$ cat config.mk
export PLATFORM = sky130hd
export DESIGN_NAME = id_decode_stage
export DESIGN_NICKNAME = d
export VERILOG_FILES = /design/src/rtl/id_decode_stage_pkg.sv /design/src/rtl/rv32i_decode.sv /design/src/rtl/id_decode_stage.sv
export SDC_FILE = /design/constraint.sdc
export NUM_CORES = 1
export LEC_CHECK = 0
export CORE_UTILIZATION = 49
export CTS_CLUSTER_DIAMETER = 30
export DETAILED_ROUTE_END_ITERATION = 12
export DONT_BUFFER_PORTS = 1
export PLACE_DENSITY = 0.6
export SETUP_SLACK_MARGIN = 0.3
export SKIP_LAST_GASP = 1
export SYNTH_ARGS = -nofsm -noshare
export SYNTH_HDL_FRONTEND = slang
export SYNTH_SLANG_ARGS = --single-unit
$ cat constraint.sdc
create_clock -name clk -period 2.7 [get_ports clk]
set_input_delay 0.54 -clock clk [delete_from_list [all_inputs] [get_ports clk]]
set_output_delay 0.54 -clock clk [all_outputs]
set_load 0.1 [all_outputs]
$ cat src/rtl/id_decode_stage_pkg.sv
// Shared definitions for the RV32I decode stage: opcodes, control-field
// encodings, the decoded control bundle and immediate-extraction helpers.
package id_decode_stage_pkg;

  localparam int ALU_OP_W    = 4;
  localparam int ALU_SRC_A_W = 1;
  localparam int ALU_SRC_B_W = 1;
  localparam int DEST_SRC_W  = 2;
  localparam int BR_TYPE_W   = 3;

  // Major opcodes (instr[6:0]); anything not listed here is illegal.
  localparam logic [6:0] OPC_LUI    = 7'b0110111;
  localparam logic [6:0] OPC_AUIPC  = 7'b0010111;
  localparam logic [6:0] OPC_JAL    = 7'b1101111;
  localparam logic [6:0] OPC_JALR   = 7'b1100111;
  localparam logic [6:0] OPC_BRANCH = 7'b1100011;
  localparam logic [6:0] OPC_LOAD   = 7'b0000011;
  localparam logic [6:0] OPC_STORE  = 7'b0100011;
  localparam logic [6:0] OPC_OP_IMM = 7'b0010011;
  localparam logic [6:0] OPC_OP     = 7'b0110011;

  typedef enum logic [ALU_OP_W-1:0] {
    ALU_ADD  = 4'd0,
    ALU_SUB  = 4'd1,
    ALU_SLL  = 4'd2,
    ALU_SLT  = 4'd3,
    ALU_SLTU = 4'd4,
    ALU_XOR  = 4'd5,
    ALU_SRL  = 4'd6,
    ALU_SRA  = 4'd7,
    ALU_OR   = 4'd8,
    ALU_AND  = 4'd9
  } alu_op_e;

  typedef enum logic [ALU_SRC_A_W-1:0] {
    ALU_SRC_A_XPR = 1'b0,
    ALU_SRC_A_PC  = 1'b1
  } alu_src_a_e;

  typedef enum logic [ALU_SRC_B_W-1:0] {
    ALU_SRC_B_XPR = 1'b0,
    ALU_SRC_B_IMM = 1'b1
  } alu_src_b_e;

  typedef enum logic [DEST_SRC_W-1:0] {
    DEST_SRC_NONE = 2'd0,
    DEST_SRC_ALU  = 2'd1,
    DEST_SRC_MEM  = 2'd2,
    DEST_SRC_PC4  = 2'd3
  } dest_src_e;

  typedef enum logic [BR_TYPE_W-1:0] {
    BR_NONE = 3'd0,
    BR_EQ   = 3'd1,
    BR_NE   = 3'd2,
    BR_LT   = 3'd3,
    BR_GE   = 3'd4,
    BR_LTU  = 3'd5,
    BR_GEU  = 3'd6,
    BR_JUMP = 3'd7
  } br_type_e;

  // Everything the decoder produces except the immediate (whose width
  // follows the datapath parameter of the instantiating module).
  typedef struct packed {
    logic [4:0] rd;
    logic [4:0] rs1;
    logic [4:0] rs2;
    alu_op_e    alu_op;
    alu_src_a_e alu_a_src;
    alu_src_b_e alu_b_src;
    dest_src_e  dest_src;
    br_type_e   br_type;
    logic       mem_re;
    logic       mem_we;
    logic [2:0] mem_size;
    logic       illegal;
  } decode_t;

  // I-type: instr[31:20].
  function automatic logic [31:0] imm_i(input logic [11:0] f);
    return {{20{f[11]}}, f};
  endfunction

  // S-type: hi = instr[31:25], lo = instr[11:7].
  function automatic logic [31:0] imm_s(input logic [6:0] hi, input logic [4:0] lo);
    return {{20{hi[6]}}, hi, lo};
  endfunction

  // B-type: same fields as S, bits scrambled, bit 0 always zero.
  function automatic logic [31:0] imm_b(input logic [6:0] hi, input logic [4:0] lo);
    return {{19{hi[6]}}, hi[6], lo[0], hi[5:0], lo[4:1], 1'b0};
  endfunction

  // U-type: hi = instr[31:12], low 12 bits zero.
  function automatic logic [31:0] imm_u(input logic [19:0] hi);
    return {hi, 12'b0};
  endfunction

  // J-type: hi = instr[31:12], bit 0 always zero.
  function automatic logic [31:0] imm_j(input logic [19:0] hi);
    return {{11{hi[19]}}, hi[19], hi[7:0], hi[8], hi[18:9], 1'b0};
  endfunction

  // ALU op for OP / OP-IMM; alt selects SUB/SRA and only matters for 000/101.
  function automatic alu_op_e alu_op_from_f3(input logic [2:0] f3, input logic alt);
    alu_op_e op;
    case (f3)
      3'b000:  op = alt ? ALU_SUB : ALU_ADD;
      3'b001:  op = ALU_SLL;
      3'b010:  op = ALU_SLT;
      3'b011:  op = ALU_SLTU;
      3'b100:  op = ALU_XOR;
      3'b101:  op = alt ? ALU_SRA : ALU_SRL;
      3'b110:  op = ALU_OR;
      default: op = ALU_AND;
    endcase
    return op;
  endfunction

endpackage

$ cat src/rtl/rv32i_decode.sv
// Purely combinational RV32I decoder: instruction word -> control bundle
// plus sign-extended immediate. Illegal encodings collapse to a clean
// all-zero bundle with the illegal flag set.
module rv32i_decode
  import id_decode_stage_pkg::*;
#(
  parameter int INSTR_W = 32,
  parameter int WORD_W  = 32
) (
  input  logic [INSTR_W-1:0] instr,
  output decode_t            ctrl,
  output logic [WORD_W-1:0]  imm
);

  logic [6:0]  opcode;
  logic [6:0]  funct7;
  logic [2:0]  funct3;
  logic [4:0]  rd;
  logic [4:0]  rs1;
  logic [4:0]  rs2;
  logic [31:0] imm32;
  logic        legal;

  assign opcode = instr[6:0];
  assign rd     = instr[11:7];
  assign funct3 = instr[14:12];
  assign rs1    = instr[19:15];
  assign rs2    = instr[24:20];
  assign funct7 = instr[31:25];

  // Decode per opcode; unused register indices stay 0.
  always_comb begin
    ctrl  = '0;
    imm32 = '0;
    legal = 1'b0;
    case (opcode)
      OPC_OP: begin
        legal = (funct7 == 7'h00) ||
                ((funct7 == 7'h20) && ((funct3 == 3'b000) || (funct3 == 3'b101)));
        ctrl.rd       = rd;
        ctrl.rs1      = rs1;
        ctrl.rs2      = rs2;
        ctrl.alu_op   = alu_op_from_f3(funct3, funct7[5]);
        ctrl.dest_src = DEST_SRC_ALU;
      end
      OPC_OP_IMM: begin
        case (funct3)
          3'b001:  legal = (funct7 == 7'h00);
          3'b101:  legal = (funct7 == 7'h00) || (funct7 == 7'h20);
          default: legal = 1'b1;
        endcase
        ctrl.rd        = rd;
        ctrl.rs1       = rs1;
        ctrl.alu_op    = alu_op_from_f3(funct3, (funct3 == 3'b101) && funct7[5]);
        ctrl.alu_b_src = ALU_SRC_B_IMM;
        ctrl.dest_src  = DEST_SRC_ALU;
        // Shifts carry only the shift amount, zero-extended.
        if ((funct3 == 3'b001) || (funct3 == 3'b101)) begin
          imm32 = {27'b0, rs2};
        end else begin
          imm32 = imm_i(instr[31:20]);
        end
      end
      OPC_LUI: begin
        // Computed as x0 + imm so the ALU needs no pass-through op.
        legal          = 1'b1;
        ctrl.rd        = rd;
        ctrl.alu_b_src = ALU_SRC_B_IMM;
        ctrl.dest_src  = DEST_SRC_ALU;
        imm32          = imm_u(instr[31:12]);
      end
      OPC_AUIPC: begin
        legal          = 1'b1;
        ctrl.rd        = rd;
        ctrl.alu_a_src = ALU_SRC_A_PC;
        ctrl.alu_b_src = ALU_SRC_B_IMM;
        ctrl.dest_src  = DEST_SRC_ALU;
        imm32          = imm_u(instr[31:12]);
      end
      OPC_JAL: begin
        legal          = 1'b1;
        ctrl.rd        = rd;
        ctrl.alu_a_src = ALU_SRC_A_PC;
        ctrl.alu_b_src = ALU_SRC_B_IMM;
        ctrl.dest_src  = DEST_SRC_PC4;
        ctrl.br_type   = BR_JUMP;
        imm32          = imm_j(instr[31:12]);
      end
      OPC_JALR: begin
        legal          = (funct3 == 3'b000);
        ctrl.rd        = rd;
        ctrl.rs1       = rs1;
        ctrl.alu_b_src = ALU_SRC_B_IMM;
        ctrl.dest_src  = DEST_SRC_PC4;
        ctrl.br_type   = BR_JUMP;
        imm32          = imm_i(instr[31:20]);
      end
      OPC_BRANCH: begin
        // Compare is rs1 - rs2; the target adder uses imm separately.
        legal       = 1'b1;
        ctrl.rs1    = rs1;
        ctrl.rs2    = rs2;
        ctrl.alu_op = ALU_SUB;
        imm32       = imm_b(instr[31:25], instr[11:7]);
        case (funct3)
          3'b000:  ctrl.br_type = BR_EQ;
          3'b001:  ctrl.br_type = BR_NE;
          3'b100:  ctrl.br_type = BR_LT;
          3'b101:  ctrl.br_type = BR_GE;
          3'b110:  ctrl.br_type = BR_LTU;
          3'b111:  ctrl.br_type = BR_GEU;
          default: legal        = 1'b0;
        endcase
      end
      OPC_LOAD: begin
        legal = (funct3 == 3'b000) || (funct3 == 3'b001) || (funct3 == 3'b010) ||
                (funct3 == 3'b100) || (funct3 == 3'b101);
        ctrl.rd        = rd;
        ctrl.rs1       = rs1;
        ctrl.alu_b_src = ALU_SRC_B_IMM;
        ctrl.dest_src  = DEST_SRC_MEM;
        ctrl.mem_re    = 1'b1;
        ctrl.mem_size  = funct3;
        imm32          = imm_i(instr[31:20]);
      end
      OPC_STORE: begin
        legal          = (funct3 == 3'b000) || (funct3 == 3'b001) || (funct3 == 3'b010);
        ctrl.rs1       = rs1;
        ctrl.rs2       = rs2;
        ctrl.alu_b_src = ALU_SRC_B_IMM;
        ctrl.mem_we    = 1'b1;
        ctrl.mem_size  = funct3;
        imm32          = imm_s(instr[31:25], instr[11:7]);
      end
      default: legal = 1'b0;
    endcase

    // Illegal instructions must not trigger any side effect downstream.
    if (!legal) begin
      ctrl         = '0;
      ctrl.illegal = 1'b1;
      imm32        = '0;
    end
  end

  assign imm = WORD_W'(signed'(imm32));

endmodule

$ cat src/rtl/id_decode_stage.sv
// Registered RV32I decode stage: combinational decode into a single output
// register with valid/ready back-pressure, flush, and a saturating count of
// illegal instructions handed downstream.
module id_decode_stage
  import id_decode_stage_pkg::*;
#(
  parameter int INSTR_W = 32,
  parameter int WORD_W  = 32,
  parameter int CNT_W   = 16
) (
  input  logic                   clk,
  input  logic                   rst_n,
  input  logic                   in_valid,
  output logic                   in_ready,
  input  logic [INSTR_W-1:0]     in_instr,
  input  logic [WORD_W-1:0]      in_pc,
  input  logic                   flush,
  output logic                   out_valid,
  input  logic                   out_ready,
  output logic [WORD_W-1:0]      out_pc,
  output logic [4:0]             out_rd,
  output logic [4:0]             out_rs1,
  output logic [4:0]             out_rs2,
  output logic [ALU_OP_W-1:0]    out_alu_op,
  output logic [WORD_W-1:0]      out_imm,
  output logic [ALU_SRC_A_W-1:0] out_alu_a_src,
  output logic [ALU_SRC_B_W-1:0] out_alu_b_src,
  output logic [DEST_SRC_W-1:0]  out_dest_src,
  output logic [2:0]             out_br_type,
  output logic                   out_mem_re,
  output logic                   out_mem_we,
  output logic [2:0]             out_mem_size,
  output logic                   out_illegal,
  output logic [CNT_W-1:0]       illegal_cnt
);

  decode_t           dec_ctrl;
  logic [WORD_W-1:0] dec_imm;

  decode_t           ctrl_reg;
  logic [WORD_W-1:0] pc_reg;
  logic [WORD_W-1:0] imm_reg;
  logic              out_valid_reg;
  logic              out_valid_next;
  logic [CNT_W-1:0]  cnt_reg;
  logic [CNT_W-1:0]  cnt_next;
  logic              capture;
  logic              out_fire;

  rv32i_decode #(
    .INSTR_W (INSTR_W),
    .WORD_W  (WORD_W)
  ) u_decode (
    .instr (in_instr),
    .ctrl  (dec_ctrl),
    .imm   (dec_imm)
  );

  // Ready depends only on register state so there is no in_valid->in_ready path.
  assign in_ready = !out_valid_reg || out_ready;
  // A flush also drops whatever is presented in the same cycle.
  assign capture  = in_valid && in_ready && !flush;
  assign out_fire = out_valid_reg && out_ready;

  // Valid next-state: flush beats capture beats drain.
  always_comb begin
    out_valid_next = out_valid_reg;
    if (flush) begin
      out_valid_next = 1'b0;
    end else if (capture) begin
      out_valid_next = 1'b1;
    end else if (out_fire) begin
      out_valid_next = 1'b0;
    end
  end

  // Valid flag register.
  always_ff @(posedge clk) begin
    if (!rst_n) begin
      out_valid_reg <= 1'b0;
    end else begin
      out_valid_reg <= out_valid_next;
    end
  end

  // Payload register: loads only on capture, so a stall keeps it bit-stable.
  always_ff @(posedge clk) begin
    if (!rst_n) begin
      ctrl_reg <= '0;
      pc_reg   <= '0;
      imm_reg  <= '0;
    end else if (capture) begin
      ctrl_reg <= dec_ctrl;
      pc_reg   <= in_pc;
      imm_reg  <= dec_imm;
    end
  end

  // Counter next-state: one step per illegal bundle consumed, sticking at all-ones.
  always_comb begin
    cnt_next = cnt_reg;
    if (out_fire && ctrl_reg.illegal && (cnt_reg != {CNT_W{1'b1}})) begin
      cnt_next = cnt_reg + 1'b1;
    end
  end

  // Illegal counter register; only reset clears it, flush does not.
  always_ff @(posedge clk) begin
    if (!rst_n) begin
      cnt_reg <= '0;
    end else begin
      cnt_reg <= cnt_next;
    end
  end

  assign out_valid     = out_valid_reg;
  assign out_pc        = pc_reg;
  assign out_rd        = ctrl_reg.rd;
  assign out_rs1       = ctrl_reg.rs1;
  assign out_rs2       = ctrl_reg.rs2;
  assign out_alu_op    = ctrl_reg.alu_op;
  assign out_imm       = imm_reg;
  assign out_alu_a_src = ctrl_reg.alu_a_src;
  assign out_alu_b_src = ctrl_reg.alu_b_src;
  assign out_dest_src  = ctrl_reg.dest_src;
  assign out_br_type   = ctrl_reg.br_type;
  assign out_mem_re    = ctrl_reg.mem_re;
  assign out_mem_we    = ctrl_reg.mem_we;
  assign out_mem_size  = ctrl_reg.mem_size;
  assign out_illegal   = ctrl_reg.illegal;
  assign illegal_cnt   = cnt_reg;

endmodule

# Word level (Yosys, flattened, before mapping)
# Index checks and enable logic that the tools add are counted.
[totals]
regBits = 113
word_cells = 97
out_inout_bits = 114
in_bits = 69
[op_classes]
n_reduce_logical = 34
n_eq_ne = 18
n_bitwise = 1
muxes = 27
add_sub_neg = 1
[ops]
columns = ["operator", "count"]
rows = [
  ["$pmux 32 s6", 1],
  ["$mux 32", 3],
  ["$pmux 4 s7", 2],
  ["$eq 7x6->1 const B", 4],
  ["$eq 7x7->1 const B", 3],
  ["$pmux 3 s6", 1],
  ["$add 16x1->16 const B", 1],
  ["$ne 16x16->1 const B", 1],
  ["$mux 5", 3],
  ["$eq 7x5->1 const B", 2],
  ["$reduce_or 7->1", 2],
  ["$eq 3x3->1 const B", 4],
  ["$pmux 4 s3", 1],
  ["$reduce_or 2->1", 6],
  ["$reduce_or 6->1", 2],
  ["$mux 1", 11],
  ["$logic_or 1x1->1", 9],
  ["$eq 7x2->1 const B", 1],
  ["$logic_and 1x1->1", 7],
  ["$logic_not 7->1", 1],
  ["$pmux 1 s7", 1],
  ["$eq 3x2->1 const B", 2],
  ["$pmux 2 s3", 1],
  ["$pmux 3 s2", 1],
  ["other kinds (9)", 11],
]

# Depth between registers and ports, before layout
# Gate-level depths: netlist of the first run.
[logic_depth]
ltp_word = 7
ltp_mapped = 9

# Cells and area by module
# A second synthesis of the first run with hierarchy kept.
[hier_totals]
cells_unflattened = 731
hier_area_um2 = 5201.2
[by_module_without_submodules]
columns = ["module", "seq_area_each_um2", "n_inst", "cells_per_inst", "area_each_um2"]
rows = [
  ["id_decode_stage", 2262.2, 1, 517, 4078.9],
  ["rv32i_decode", 0.0, 1, 214, 1122.3],
]

# Worst setup path after synthesis of the first run
# No wires, ideal clock.
[synth_timing]
kind = "register to register"
from = "register out_valid_reg, in the netlist out_valid"
to = "register ctrl_reg, in the netlist out_alu_op[0]"
path_stages_with_launch = 8
t_required_ns = 2.632
slack_ns = -0.088
t_arrival_ns = 2.720
synth_period_minus_slack_ns = 2.788
path_cell_list = "dfxtp_1 -> nor2b_1 -> inv_1 -> nand3b_1 -> clkbuf_1 -> clkbuf_1 -> a22oi_1 -> nor2_1"
[synth_between]
elab_chain_len = 4
[synth_lines]
columns = ["element", "line", "source"]
rows = [
  ["start, declared", "id_decode_stage.sv:43", "logic out_valid_reg;"],
  ["start signal, assigned", "id_decode_stage.sv:82", "out_valid_reg <= out_valid_next;"],
  ["$logic_not 1->1", "id_decode_stage.sv:60", "assign in_ready = !out_valid_reg || out_ready;"],
  ["$logic_or 1x1->1", "id_decode_stage.sv:60", ""],
  ["named net in_ready", "id_decode_stage.sv:14", "output logic in_ready,"],
  ["$logic_and 1x1->1 (2 in series)", "id_decode_stage.sv:62", "assign capture = in_valid && in_ready && !flush;"],
  ["end signal, assigned", "id_decode_stage.sv:93", "ctrl_reg <= dec_ctrl;"],
  ["end, declared", "id_decode_stage.sv:40", "decode_t ctrl_reg;"],
]
# The timed path passes the listed nets, and every way through them passes these cells.
# A chain may end at the register's enable or synchronous reset.

# Worst setup path in the final report of the first run
[layout_timing]
from = "register out_valid_reg, in the netlist out_valid"
to = "register ctrl_reg, in the netlist out_br_type[0]"
[layout_between]
elab_chain_len = 4
[layout_lines]
columns = ["element", "line"]
rows = [
  ["$logic_not 1->1", "id_decode_stage.sv:60"],
  ["$logic_or 1x1->1", "id_decode_stage.sv:60"],
  ["$logic_and 1x1->1 (2 in series)", "id_decode_stage.sv:62"],
]
# Every way passes these cells.

==> results.json, run 1 <==
{
  "status": "finished, final reports clean",
  "start_util_pct": 50.98,
  "finalCritPeriodShare_pct": 77.36,
  "fp.dieW_um": 100.3,
  "crit_fanout": 7,
  "max_freq_ghz": 0.4787,
  "overflow": 0,
  "grt_usage_pct": 25.68,
  "htree_levels": 4,
  "path_cells": "nor2b_2 -> nor3b_2 -> nand4_1 -> o32ai_1 -> a32o_1",
  "yosysUniqueCellTypes": 60,
  "ys.flop_type": "dfxtp_1",
  "r2r_start": "out_valid",
  "vias": 4363,
  "firstDrtPassIters": 6,
  "clock_skew_ns": 0.009483,
  "synth.net_count": 635,
  "yosysSeqAreaShare_pct": 47.79,
  "clk_pin_slew_ns": 0.06,
  "power.net_switching_mw": 1.121,
  "rsz0062_at_grt": "false",
  "final_layout_size_suffix_gt1_share_pct": 21.48,
  "root_buffer": "clkbuf_8",
  "ant_nets": 0,
  "start_kind": "flop",
  "grt_pass1_vias": 4025,
  "finalSetupViolCount": 0,
  "critPathLaunch": "out_valid",
  "io_pins": 183,
  "finalCriticalPeriod_ns": 2.089,
  "detailed_place_hpwl_um": 9233,
  "crit_required_ns": 3.13,
  "cp_top_family": "simple AND/OR/NAND/NOR gates",
  "drc": 0,
  "fp.dieH_um": 100.3,
  "syn_area_per_cell_um2": 8.378,
  "cell_internal_pwr_mw": 3.183,
  "power_frac_seq_pct": 41.1,
  "area_delta_synth_final_pct": 27.15,
  "power.density_nw_per_um2": 715.1,
  "design.core.area_um2": 9284,
  "p_clk_share_pct": 51.5,
  "cts_tree": "done",
  "cts_buffers": 17,
  "min_from": "flush",
  "ys_warn_count": 0,
  "placedCellCount": 744,
  "setup.worst_path.class": "reg2reg",
  "layout_commonest_cell": "nand2_1",
  "p_comb_share_pct": 7.4,
  "fin_ws_ns": 0.6112,
  "cp-end-kind": "flop",
  "finalPower_mw": 4.304,
  "syn_inst": 565,
  "cp_slowest_cell": "nor3b_2",
  "routabilityCongestion": 0.8456,
  "netlist_area_um2": 4733,
  "hold_viol_final": 0,
  "drv_cap": 0,
  "clkSinkCount": 113,
  "worst-path-buf-inv": 0,
  "rrSetupSlack_ns": 0.61,
  "maxSlewViolCount": 0,
  "grt_pass1_wl_um": 20140,
  "core.rowCount": 35,
  "drtIter0Drc": 243,
  "switching_share_pct": 26.05,
  "ys_async_sr_fraction_pct": 0,
  "mostFrequentLayoutCells": "120 x nand2_1, 108 x dfxtp_1, 90 x buf_4",
  "fin_setup_tns_ns": 0,
  "holdBufCountCts": 0,
  "utilization_pct": 64.82,
  "cts_resized": 0,
  "worst_slew_pin_slew_ns": 1.090,
  "fin_nets": 704,
  "portBuffers": 0,
  "drt-total-wl_um": 12870,
  "holdCritPathClass": "in2reg",
  "cts_buffer_depth": 2,
  "vdd_drop_max_v": 0.0004109,
  "arrival_ns": 2.52,
  "post-place-ws_ns": 0.3756,
  "post-cts-setup-buffers": 0,
  "clock_latency_ns": 0.50,
  "viasPerCell": 5.622,
  "grt_max_degree": 61,
  "antenna_found_initial": 0,
  "leakagePower_nw": 2.287,
  "wl_per_cell_um": 16.59,
  "synth_edf_count": 0,
  "synth_seq_cells": 113,
  "dieArea_um2": 10060,
  "relSlewSlack_pct": 27.17,
  "fin_cells": 776,
  "crit_path_max_incr_delay_ns": 0.59,
  "n_antenna_cell": 0
}
[metrics by stage]
step	hold slack [ns]	area, um2
6_report	0.1013	6018
5_1_grt	0.08004	6018
4_1_cts	0.08113	6018
3_5_place_dp	0.4488	5423
3_3_place_gp	0.4390	5423
2_1_floorplan	0.6094	4750
[logic make-up (layout without fill, tap and decap cells)]
group / after synthesis / after routing / synth area share [%]
AO/OA/AOI/OAI: 161 / 161 / 22.58
XOR/XNOR: 13 / 13 / 2.406
adder cells (fa/ha/maj): 1 / 1 / 0.2643
buffers and inverters: 46 / 128 / 4.176
flip-flops: 113 / 113 / 47.79
multiplexers: 3 / 3 / 0.6609
AND/OR/NAND/NOR: 228 / 228 / 22.13
[routing by layer]
layer / share of wire (%) / track usage (%) / vias to the layer above
li1: - / - / 2154
met1: 41 / 30.46 / 2007
met5: 0 / 0 / -
met4: 2.3 / 12.04 / 0
met3: 9.6 / 8.635 / 16
met2: 47 / 41.89 / 186
[power by group through the flow]
stage	clock (mW)	sequential (mW)	combinational, mW
after detailed placement	0	1.80	0.317
after global routing	2.33	1.77	0.338
after global placement	0	1.80	0.316
after CTS	2.26	1.77	0.318
after floorplan	0	1.92	0.152
final	2.22	1.77	0.317
[path summary, 6_finish.rpt]
check	end	cells past startpoint
setup / recovery	out_br_type[0]	5
hold / removal	out_valid	1
setup reg to reg	out_br_type[0]	5
hold reg to reg	out_imm[21]	2
[cell usage after synthesis, types with 3 or more instances]
master / count / area share (%)
nor2b_1: 5 / 0.66
xor2_1: 4 / 0.74
xnor2_1: 9 / 1.7
inv_1: 5 / 0.40
buf_2: 5 / 0.53
o21a_1: 3 / 0.48
or3_1: 4 / 0.53
nand2_1: 120 / 9.5
a22oi_1: 12 / 1.9
a222oi_1: 4 / 0.85
nor2_1: 40 / 3.2
a22o_1: 9 / 1.7
o21ai_1: 25 / 2.6
a211oi_1: 5 / 0.79
nand3_1: 20 / 2.1
nand4_1: 7 / 0.93
dfxtp_1: 113 / 48
o22ai_1: 3 / 0.40
nand2b_1: 6 / 0.79
o21ai_0: 13 / 1.4
and2_1: 3 / 0.40
a21oi_1: 50 / 5.3
clkbuf_1: 31 / 2.5
and3_1: 3 / 0.40
a32o_1: 17 / 3.6
nor3_1: 7 / 0.74
[final cells by class]
cell class	count	area, um2
clock buffers	17	414.1
clock inverters	15	181.4
fillers	829	3266
inverters	6	26.28
multi-input cells	406	2288
flip-flops and latches	113	2271
well taps	129	161.4
repair buffers	90	675.6
No activity file was read; power rests on OpenSTA's default activity.
==> run 2: changes to the inputs <==
==> constraint.sdc (replaced) <==
create_clock -name clk -period 2 [get_ports clk]
set_input_delay 0.4 -clock clk [delete_from_list [all_inputs] [get_ports clk]]
set_output_delay 0.4 -clock clk [all_outputs]
set_load 0.1 [all_outputs]
==> run 2 against run 1 <==
  * Final cell count grew 10%
  * Flip-flop and latch count unchanged
  * Die area did not move
  * Sequential power rose by 29%
  * Critical path type is now reg2out
  * Largest cell class unchanged
==> results.json, run 2 (synthesized netlist as in run 1, its figures left out) <==
{
  "crit_fanout": 3,
  "fin_nets": 785,
  "fin_setup_tns_ns": 0,
  "design.core.area_um2": 9284,
  "cts_buffer_depth": 2,
  "htree_levels": 4,
  "multi_input_area_um2": 2482,
  "drc": 0,
  "portBuffers": 0,
  "start_util_pct": 50.98,
  "vias": 4841,
  "power.density_nw_per_um2": 847.1,
  "fp.dieH_um": 100.3,
  "finalCritPeriodShare_pct": 89.43,
  "drt-total-wl_um": 15230,
  "finalSetupViolCount": 0,
  "setup.worst_path.class": "reg2out",
  "post-place-ws_ns": -0.03471,
  "cp-end-kind": "primary output",
  "core.rowCount": 35,
  "hold_viol_final": 0,
  "rsz0062_at_grt": "true",
  "detailed_place_hpwl_um": 9527,
  "fillers": 743,
  "cp_top_family": "flip-flops",
  "cts_buffers": 17,
  "root_buffer": "clkbuf_8",
  "ant_nets": 0,
  "routabilityCongestion": 0.8592,
  "max_freq_ghz": 0.5591,
  "status": "finished, final reports clean",
  "grt_max_degree": 61,
  "vdd_drop_max_v": 0.0005879,
  "holdCritPathClass": "in2reg",
  "wl_per_cell_um": 17.77,
  "grt_pass1_vias": 4576,
  "clk_pin_slew_ns": 0.06,
  "viasPerCell": 5.649,
  "drv_cap": 0,
  "clock_latency_ns": 0.52,
  "fin_ws_ns": 0.2114,
  "drtIter0Drc": 370,
  "finalCriticalPeriod_ns": 1.789,
  "worst-path-buf-inv": 2,
  "finalPower_mw": 5.882,
  "crit_path_max_incr_delay_ns": 0.34,
  "maxSlewViolCount": 0,
  "worst_slew_pin_slew_ns": 0.6730,
  "grt_usage_pct": 29.54,
  "layout_commonest_cell": "buf_4",
  "crit_required_ns": 1.60,
  "cp_slowest_cell": "dfxtp_4",
  "ff_latch_area_um2": 2322,
  "overflow": 0,
  "arrival_ns": 1.39,
  "start_kind": "flop",
  "antenna_found_initial": 0,
  "leakagePower_nw": 2.721,
  "final_layout_size_suffix_gt1_share_pct": 31.87,
  "mostFrequentLayoutCells": "140 x buf_4, 120 x nand2_1, 95 x dfxtp_1",
  "relSlewSlack_pct": 55.09,
  "clock_skew_ns": 0.007074,
  "clkSinkCount": 113,
  "io_pins": 183,
  "firstDrtPassIters": 6,
  "path_cells": "nor2b_4 -> clkinvlp_4 -> buf_12",
  "fp.dieW_um": 100.3,
  "dieArea_um2": 10060,
  "grt_pass1_wl_um": 23030,
  "area_delta_synth_final_pct": 46.71,
  "cts_tree": "done",
  "n_antenna_cell": 0
}
-- run 2: changes by cell type in the layout (fill, tap and decap cells not counted), sizes merged --
cell / change
buf: +59
bufinv: -1
clkbuf: +2
clkinv: -3
dlygate4sd3: +16
inv: +2
nand3: +3
nor2: +3
-- run 2: per-stage QoR --
step | instances | cell area [um2] | utilization (%) | hold slack, ns
final | 857 | 6944 | 74.80 | 0.01057
after global routing | 857 | 6944 | 74.80 | 0.001399
after CTS | 845 | 6766 | 72.88 | 0.001789
after detailed placement | 791 | 5884 | 63.38 | 0.4411
after global placement | 791 | 5884 | 63.38 | 0.4358
after floorplan | 565 | 4892 | - | 0.4694
-- run 2: worst paths after layout --
kind / startpoint / endpoint / slack (ns) / depth (start not counted)
worst max-delay path: out_valid / in_ready / 0.21 / 3
worst min register to register: out_rd[2] / out_rd[2] / 0.45 / 2
worst min-delay path: in_pc[20] / out_pc[20] / 0.01 / 2
worst max register to register: illegal_cnt[13] / illegal_cnt[0] / 0.32 / 6
-- run 2: repair_timing --
| action | 4_1_cts | 5_1_grt |
|---|---|---|
| pin swaps | 11 | 10 |
| buffers inserted | 9 | 2 |
| gates resized for setup | 17 | 16 |
| setup endpoints to repair | 82 | 54 |
| hold buffers | 10 | 6 |
| gates cloned | 3 | 4 |
| hold endpoints to repair | 10 | 6 |
-- run 2: area by class of cell --
cell class              count  share of cell area, %
inverters                   6                 0.3784
clock inverters            13                  2.126
flip-flops and latches    113                  33.44
well taps                 129                  2.324
repair buffers            165                  19.62
clock buffers              19                  6.360
multi-input cells         412                  35.75
-- run 2: layer usage --
metal  global-route usage, %  up-vias  wire [um]
met5                       0        -          0
met2                   48.16      210       7363
met4                   10.48        0        187
met3                   8.078       24       1454
li1                        -     2332          -
met1                   37.55     2275       6224
-- run 2: power by group --
group | leakage, nW | internal (mW) | switching [mW]
registers | 0.928 | 2.27 | 0.0103
logic | 1.51 | 0.172 | 0.458
clock network | 0.283 | 1.86 | 1.12
-- run 2: worst register-to-register path, delay by kind of cell, from the launching register on --
family	cells	cell delay [ns]
simple gates	3	0.55
compound gates	1	0.34
buf+inv	1	0.16
flops	1	0.35
xor+xnor	1	0.14
